==> config.mk <==
export PLATFORM = sky130hd
export DESIGN_NAME = op_sequencer
export DESIGN_NICKNAME = d
export VERILOG_FILES = /design/src/rtl/proc_op_pkg.sv /design/src/rtl/op_timeout_timer.sv /design/src/rtl/op_sequencer.sv
export SDC_FILE = /design/constraint.sdc
export NUM_CORES = 1
export LEC_CHECK = 0
export CAP_MARGIN = 20
export CORE_MARGIN = 1
export CORE_UTILIZATION = 30
export CTS_CLUSTER_DIAMETER = 120
export DETAILED_ROUTE_END_ITERATION = 10
export GPL_TIMING_DRIVEN = 0
export PLACE_DENSITY = 0.67
export SLEW_MARGIN = 20
export SYNTH_ARGS = -nofsm -noshare
export SYNTH_HDL_FRONTEND = slang
export SYNTH_SLANG_ARGS = --single-unit
==> constraint.sdc <==
create_clock -name clk -period 3.7 [get_ports clk]
set_input_delay 0.555 -clock clk [delete_from_list [all_inputs] [get_ports clk]]
set_output_delay 0.555 -clock clk [all_outputs]
set_load 0.02 [all_outputs]
==> src/rtl/proc_op_pkg.sv <==
// Shared opcode and response encodings for the processor op sequencer.
// Decoder opcodes follow the 3-bit binary_in map; 6 and 7 are reserved.
package proc_op_pkg;

    typedef enum logic [2:0] {
        OP_RESET     = 3'd0,
        OP_WD_WRITE  = 3'd1,
        OP_WD_READ   = 3'd2,
        OP_RAM_WRITE = 3'd3,
        OP_MEM_WRITE = 3'd4,
        OP_MEM_READ  = 3'd5,
        OP_RSV6      = 3'd6,
        OP_RSV7      = 3'd7
    } op_e;

    typedef enum logic [1:0] {
        RSP_OK      = 2'd0,
        RSP_TIMEOUT = 2'd1,
        RSP_ILLEGAL = 2'd2
    } rsp_status_e;

    function automatic logic is_read(op_e op);
        return (op == OP_WD_READ) || (op == OP_MEM_READ);
    endfunction

endpackage

==> src/rtl/op_timeout_timer.sv <==
// Saturating wait-cycle counter; expired flags the last allowed wait cycle.
// Counter stops at TIMEOUT so it can never wrap back into range.
module op_timeout_timer #(
    parameter int TIMEOUT = 16
) (
    input  logic clk,
    input  logic rst_n,
    input  logic clr,
    input  logic en,
    output logic expired
);

    localparam int TW = $clog2(TIMEOUT + 1);

    logic [TW-1:0] cnt_q;
    logic [TW-1:0] cnt_d;

    always_comb begin
        cnt_d = cnt_q;
        if (clr) begin
            cnt_d = '0;
        end else if (en && (cnt_q != TW'(TIMEOUT))) begin
            cnt_d = cnt_q + TW'(1);
        end
    end

    always_ff @(posedge clk or negedge rst_n) begin
        if (!rst_n) begin
            cnt_q <= '0;
        end else begin
            cnt_q <= cnt_d;
        end
    end

    assign expired = (cnt_q == TW'(TIMEOUT - 1));

endmodule

==> src/rtl/op_sequencer.sv <==
// Issues one decoder operation per command, waits for the target ack
// (bounded by TIMEOUT) and returns status/read data on a response channel.
module op_sequencer
    import proc_op_pkg::*;
#(
    parameter int DW      = 8,
    parameter int TIMEOUT = 16
) (
    input  logic          clk,
    input  logic          rst_n,
    input  logic          cmd_valid,
    output logic          cmd_ready,
    input  logic [2:0]    cmd_op,
    input  logic [DW-1:0] cmd_data,
    output logic [2:0]    op_code,
    output logic          op_en,
    output logic [DW-1:0] op_wdata,
    input  logic          op_ack,
    input  logic [DW-1:0] op_rdata,
    output logic          rsp_valid,
    input  logic          rsp_ready,
    output logic [1:0]    rsp_status,
    output logic [DW-1:0] rsp_data,
    output logic          busy
);

    typedef enum logic [1:0] {
        S_IDLE,
        S_ISSUE,
        S_WAIT_ACK,
        S_RESP
    } state_e;

    state_e        state_q, state_d;
    op_e           op_q, op_d;
    logic [DW-1:0] wdata_q, wdata_d;
    rsp_status_e   status_q, status_d;
    logic [DW-1:0] rdata_q, rdata_d;
    logic          tmr_clr;
    logic          tmr_en;
    logic          tmr_expired;

    op_timeout_timer #(
        .TIMEOUT(TIMEOUT)
    ) u_timer (
        .clk    (clk),
        .rst_n  (rst_n),
        .clr    (tmr_clr),
        .en     (tmr_en),
        .expired(tmr_expired)
    );

    always_comb begin
        state_d  = state_q;
        op_d     = op_q;
        wdata_d  = wdata_q;
        status_d = status_q;
        rdata_d  = rdata_q;
        tmr_clr  = 1'b1;
        tmr_en   = 1'b0;
        unique case (state_q)
            S_IDLE: begin
                if (cmd_valid) begin
                    op_d     = op_e'(cmd_op);
                    wdata_d  = cmd_data;
                    rdata_d  = '0;
                    status_d = RSP_OK;
                    if (cmd_op >= 3'd6) begin
                        status_d = RSP_ILLEGAL;
                        state_d  = S_RESP;
                    end else begin
                        state_d = S_ISSUE;
                    end
                end
            end
            S_ISSUE: begin
                if (op_q == OP_RESET) begin
                    state_d = S_RESP;
                end else if (op_ack) begin
                    rdata_d = is_read(op_q) ? op_rdata : '0;
                    state_d = S_RESP;
                end else begin
                    state_d = S_WAIT_ACK;
                end
            end
            S_WAIT_ACK: begin
                tmr_clr = 1'b0;
                tmr_en  = 1'b1;
                // Ack takes priority over a coincident timeout.
                if (op_ack) begin
                    rdata_d = is_read(op_q) ? op_rdata : '0;
                    state_d = S_RESP;
                end else if (tmr_expired) begin
                    status_d = RSP_TIMEOUT;
                    rdata_d  = '0;
                    state_d  = S_RESP;
                end
            end
            S_RESP: begin
                if (rsp_ready) begin
                    op_d     = OP_RESET;
                    wdata_d  = '0;
                    status_d = RSP_OK;
                    rdata_d  = '0;
                    state_d  = S_IDLE;
                end
            end
            default: state_d = S_IDLE;
        endcase
    end

    always_ff @(posedge clk or negedge rst_n) begin
        if (!rst_n) begin
            state_q  <= S_IDLE;
            op_q     <= OP_RESET;
            wdata_q  <= '0;
            status_q <= RSP_OK;
            rdata_q  <= '0;
        end else begin
            state_q  <= state_d;
            op_q     <= op_d;
            wdata_q  <= wdata_d;
            status_q <= status_d;
            rdata_q  <= rdata_d;
        end
    end

    assign cmd_ready  = (state_q == S_IDLE);
    assign busy       = (state_q != S_IDLE);
    assign op_en      = (state_q == S_ISSUE);
    assign op_code    = op_q;
    assign op_wdata   = wdata_q;
    assign rsp_valid  = (state_q == S_RESP);
    assign rsp_status = status_q;
    assign rsp_data   = rdata_q;

endmodule

# Word level (Yosys, flattened, before mapping)
# Cells that the tools add are included.
# totals
ff_bits	28
inputBits	24
output_inout_bits	25
wordCells	63
# classes
add_sub_neg	1
n_lt_le_gt_ge	1
eq_ne	15
muxes	29
reduce_logical	11
# ops
op	count
2-to-1 mux 8 bit	8
one-hot mux 8 bit (4 select lines)	1
2-to-1 mux 2 bit	9
one-hot mux 8 bit (2 select lines)	1
2-to-1 mux 5 bit	2
AND reduction 5 bit	2
inequality test 2 bit (second input constant)	4
one-hot mux 2 bit (4 select lines)	1
2-to-1 mux 3 bit	2
inequality test 2 x 1 -> 1 bit (second input constant)	3
one-hot mux 2 bit (3 select lines)	1
one-hot mux 3 bit (2 select lines)	1
AND reduction 3 bit	2
adder 5 x 1 -> 5 bit (second input constant)	1
equality test 5 x 4 -> 1 bit (second input constant)	1
inequality test 5 bit (second input constant)	1
equality test 2 bit (second input constant)	2
nonzero test 2 bit	2
equality test 3 x 2 -> 1 bit (second input constant)	1
equality test 3 bit (second input constant)	1
>= comparator 3 bit (second input constant)	1
zero test 3 bit	1
2-to-1 mux 1 bit	3
inequality test 3 bit (second input constant)	1
5 further kinds	5

# Depth between registers and ports, before layout
# depth
depth_word	6
mapped_depth	7
depth_no_buf	7

# By module
# A second synthesis with hierarchy kept.
# unflattened
cells_unflattened	154
hier_area_um2	1482.7
# modules_own_cells
mod	instances	cells_each	area_each_um2	seq_area_each_um2
op_sequencer	1	125	1182.4	575.6
op_timeout_timer	1	29	300.3	125.1

# Worst setup path before layout
# OpenSTA, ideal clock, no wires.
# synth_timing
kind	register to register
startpoint	register u_timer.cnt_q[0]
endpoint	register rdata_q[0] (netlist: rsp_data[0])
setup_time_ps	118
t_arrival_ps	1698
required_ps	3582
slack_ps	1883
stages_incl_launch_ff	8
path_buffers	0
synth_period_minus_slack_ps	1817
cell_sequence	dfrtp_1 -> ha_1 -> and3_1 -> ha_1 -> nor3b_2 -> o22ai_2 -> and4_1 -> a21o_1
# synth_via
elab_chain_len	3
# synth_rtl
item	line	source
from (decl)	op_timeout_timer.sv:15	logic [TW-1:0] cnt_q;
from (signal assigned)	op_timeout_timer.sv:31	cnt_q <= cnt_d;
equality test 5 x 4 -> 1 bit	op_timeout_timer.sv:35	assign expired = (cnt_q == TW'(TIMEOUT - 1));
inequality test 3 bit (no line)	-	
AND reduction 5 bit (no line)	-	
to (signal assigned)	op_sequencer.sv:124	rdata_q <= rdata_d;
to (decl)	op_sequencer.sv:38	logic [DW-1:0] rdata_q, rdata_d;
# No other way between the ends.
# A chain may end at the register's enable or synchronous reset.

# Worst setup path in the final report
# layout_timing
startpoint	register state_q[0]
endpoint	output port busy
# layout_via
elab_chain_len	1
# layout_rtl
item	line	source
from (decl)	op_sequencer.sv:34	state_e state_q, state_d;
from (signal assigned)	op_sequencer.sv:120	state_q <= state_d;
nonzero test 2 bit	op_sequencer.sv:129	assign busy = (state_q != S_IDLE);
to (decl)	op_sequencer.sv:24	output logic busy
# No other way between the ends.

==> out/qor.csv <==
stage;metric;value;unit
status;status;completed;
synthesis;number of enable flip-flop cells after synthesis;0;
worst_setup_path;Crit Path Max Fanout;7;
clocking;H-tree lvl count;1;
power_and_ir_drop;Pleak;0.960;nW
global_routing;global-route usage over all layers;0.138;
timing;Peak Freq;420;MHz
worst_setup_path;flop2flop setup slack;1.69;ns
clocking;post-CTS sizing;0;
floorplanning;area of the core;4500;µm²
synthesis;Synth top cells by count;dfrtp_1 (28), inv_1 (21), o21ai_0 (13);
routing;number of remaining DRC errors;0;
routing;Detailed Routing Iterations Pass 1;4;
worst_setup_path;beginning of the critical path;state_q[0];
timing;Clock Skews;0.00183;ns
synthesis;most common cell in the netlist;dfrtp_1;
synthesis;complex-gate fraction of the synthesized area;0.175;
final_layout;antenna cells;0;
worst_setup_path;Crit path required time;3.14;ns
clocking;Clock Pin Slew Worst Setup and Hold Paths;0.10;ns
synthesis;Post-Synth Adder-Cell Area;0.0606;
worst_setup_path;crit path capture type;primary output;
synthesis;sequential area share after synthesis;0.484;
routing;Vias;1229;
clocking;Post-CTS Hold Buffers;0;
min_path;worst hold-check path type;in2async;
timing;endpoints failing setup;0;
timing;worst slew pin tran;0.645;ns
synthesis;Post-Syn Area;1450;µm²
power_and_ir_drop;pwr dens;643;nW/µm²
routing;drt wl/cell;13.4;µm
timing;count of pins over their slew limit;0;
place;DP Area;1990;µm²
global_routing;Overflow after GRT;0;
synthesis;most area-consuming cells after synthesis;dfrtp_1 (48%), ha_1 (6.1%), inv_1 (5.4%), and4_1 (4.8%), o21ai_0 (4.5%);
worst_setup_path;Critical R2R Capture;rsp_data[2];
timing;fin crit share;0.643;
floorplanning;initial core utilization;0.321;
power_and_ir_drop;maximum vdd drop;0.234;mV
routing;Detailed Route Iter0 Violations;53;
floorplanning;num rows;24;
clocking;clock sinks;28;
final_layout;Total Nets Final;226;
timing;setup_tns;0;ns
final_layout;Area growth syn-to-layout;41.2;%
routing;final wirelength;3290;µm
global_routing;initial antenna violation count;0;
timing;hold_ws;0.293;ns
worst_setup_path;R2R depth;7;
synthesis;Yosys top cell area share;0.484;
worst_setup_path;critical path class;reg2out;
worst_setup_path;Startpoint Class;register;
global_routing;number of global-route vias before repair;1202;
clocking;CTS Buf Count;3;
routing;post-DR vias/cell;5.00;
place;Cells after DPL;242;
floorplanning;top-level port count;49;
place;Post-DP HPWL;2430;µm
clocking;# Post-CTS Setup Buffers;0;
synthesis;Ys Warns;0;
floorplanning;Die Wd;71.4;µm
floorplanning;DIE HEIGHT;71.4;µm
clocking;clock root buffer;clkbuf_8;
synthesis;largest family of logic cells by synthesized area;simple AND/OR/NAND/NOR gates;
clocking;CTS tree;yes;
synthesis;Post-synth ARST share;1.00;
worst_setup_path;end of the critical path;busy;
synthesis;Synth Area in XOR/XNOR;0.0121;
place;GP Congestion;0.794;
timing;Hold Fails Final Rpt;0;
synthesis;post-synth top area cell;dfrtp_1;
final_layout;Final Non-Filler Cells;246;
synthesis;multiplexer area fraction after synthesis;0.00779;
timing;Worst Slack Setup Final;1.32;ns
synthesis;Synth Instances;142;
synthesis;Yosys cell types;36;
final_layout;Finished Cell Area;2040;µm²
clocking;Worst-Skew Late Latency;0.27;ns
synthesis;Synth Flop Type;dfrtp_1;
timing;Slew HR;0.570;
global_routing;largest net degree at the start of global routing;29;
timing;crit path time final;2.38;ns
flow_run;Max-Cap Viols;0;
clocking;CTS max path bufs;2;
worst_setup_path;reg-to-reg startpoint;u_timer.cnt_q[0];
synthesis;post-synthesis simple-gate area fraction;0.189;
timing;RSZ-0062 raised after global routing;no;
synthesis;Post-Syn Nets;173;
global_routing;first-pass GRT wire length;5570;µm
floorplanning;Die ar.;5100;µm²
synthesis;#FFs+latches synth;28;
place;port bufs;48;
place;Setup WS pre-CTS;1.49;ns
routing;antenna viol nets, final;0;
synthesis;Mapped Avg Cell Area;10.2;µm²
final_layout;fraction of layout cells with a size suffix above 1;0.0722;
final_layout;Fillers;444;
worst_setup_path;Critical Path AT;1.82;ns
## kinds of logic (layout without fill, tap and decap cells)
family / after synthesis / count (layout)
flops: 28 / 28
buf+inv: 27 / 79
fa+ha+maj: 7 / 7
mux: 1 / 1
xor+xnor: 2 / 2
simple gates: 42 / 42
compound gates: 35 / 35
## worst max-delay path: stages, from the launching register on
cell and delay (ns):
dfrtp_1 0.42, inv_1 0.08, ha_1 0.31, inv_2 0.13, clkdlybuf4s50_1 0.61
## layout make-up
cell class	instances	area, µm²	area share
clock buffers	4	55.1	0.0270
repair buffers	48	475	0.233
plain buffers	5	20.0	0.00980
well taps	52	65.1	0.0319
inverters	22	82.6	0.0404
flip-flops and latches	28	701	0.343
multi-input cells	87	643	0.315
## power breakdown
part | internal [W] | switching [W]
Sequential | 0.000375 | 0.0000521
Combinational | 0.000284 | 0.000408
Clock | 0.0000954 | 0.0000978
## how the worst min path moves through the flow
stage	from	endpoint	slack, ns
finish	rst_n	u_timer.cnt_q[0]	0.29
global route	rst_n	u_timer.cnt_q[2]	0.34
CTS	rst_n	u_timer.cnt_q[2]	0.31
detailed placement	rsp_data[0]	rsp_data[0]	0.47
global placement	rsp_data[5]	rsp_data[5]	0.46
floorplan	rst_n	op_code[0]	0.26
## state kept, by name, indices dropped and copies added (netlist names)
| register | flops |
|---|---|
| op_wdata | 8 |
| rsp_data | 8 |
| u_timer.cnt_q | 5 |
| op_code | 3 |
| rsp_status | 2 |
| state_q | 2 |
## metrics by stage
step           utilization  total power [W]
6_report             0.453          0.00131
5_1_grt              0.453          0.00142
4_1_cts              0.453          0.00133
3_5_place_dp         0.441          0.00113
3_3_place_gp         0.442          0.00113
2_1_floorplan            -         0.000856
## layout by cell type, fill, tap and decap left out, drive strengths merged, types with 3 or more instances in the layout
| cell type | count |
|---|---|
| nand2 | 8 |
| a21o | 8 |
| and4 | 8 |
| dfrtp | 28 |
| a21oi | 3 |
| and3 | 3 |
| ha | 7 |
| nand4 | 10 |
| clkdlybuf4s50 | 47 |
| clkbuf | 8 |
| inv | 22 |
| o21ai | 13 |
## per-layer routing
metal,vias to the layer above,wire [µm],global-route usage
met5,-,0,0
met4,0,23,0.0333
met3,4,256,0.0394
met2,42,1390,0.218
met1,574,1610,0.186
li1,609,-,-
No activity file was read; power rests on OpenSTA's default activity.
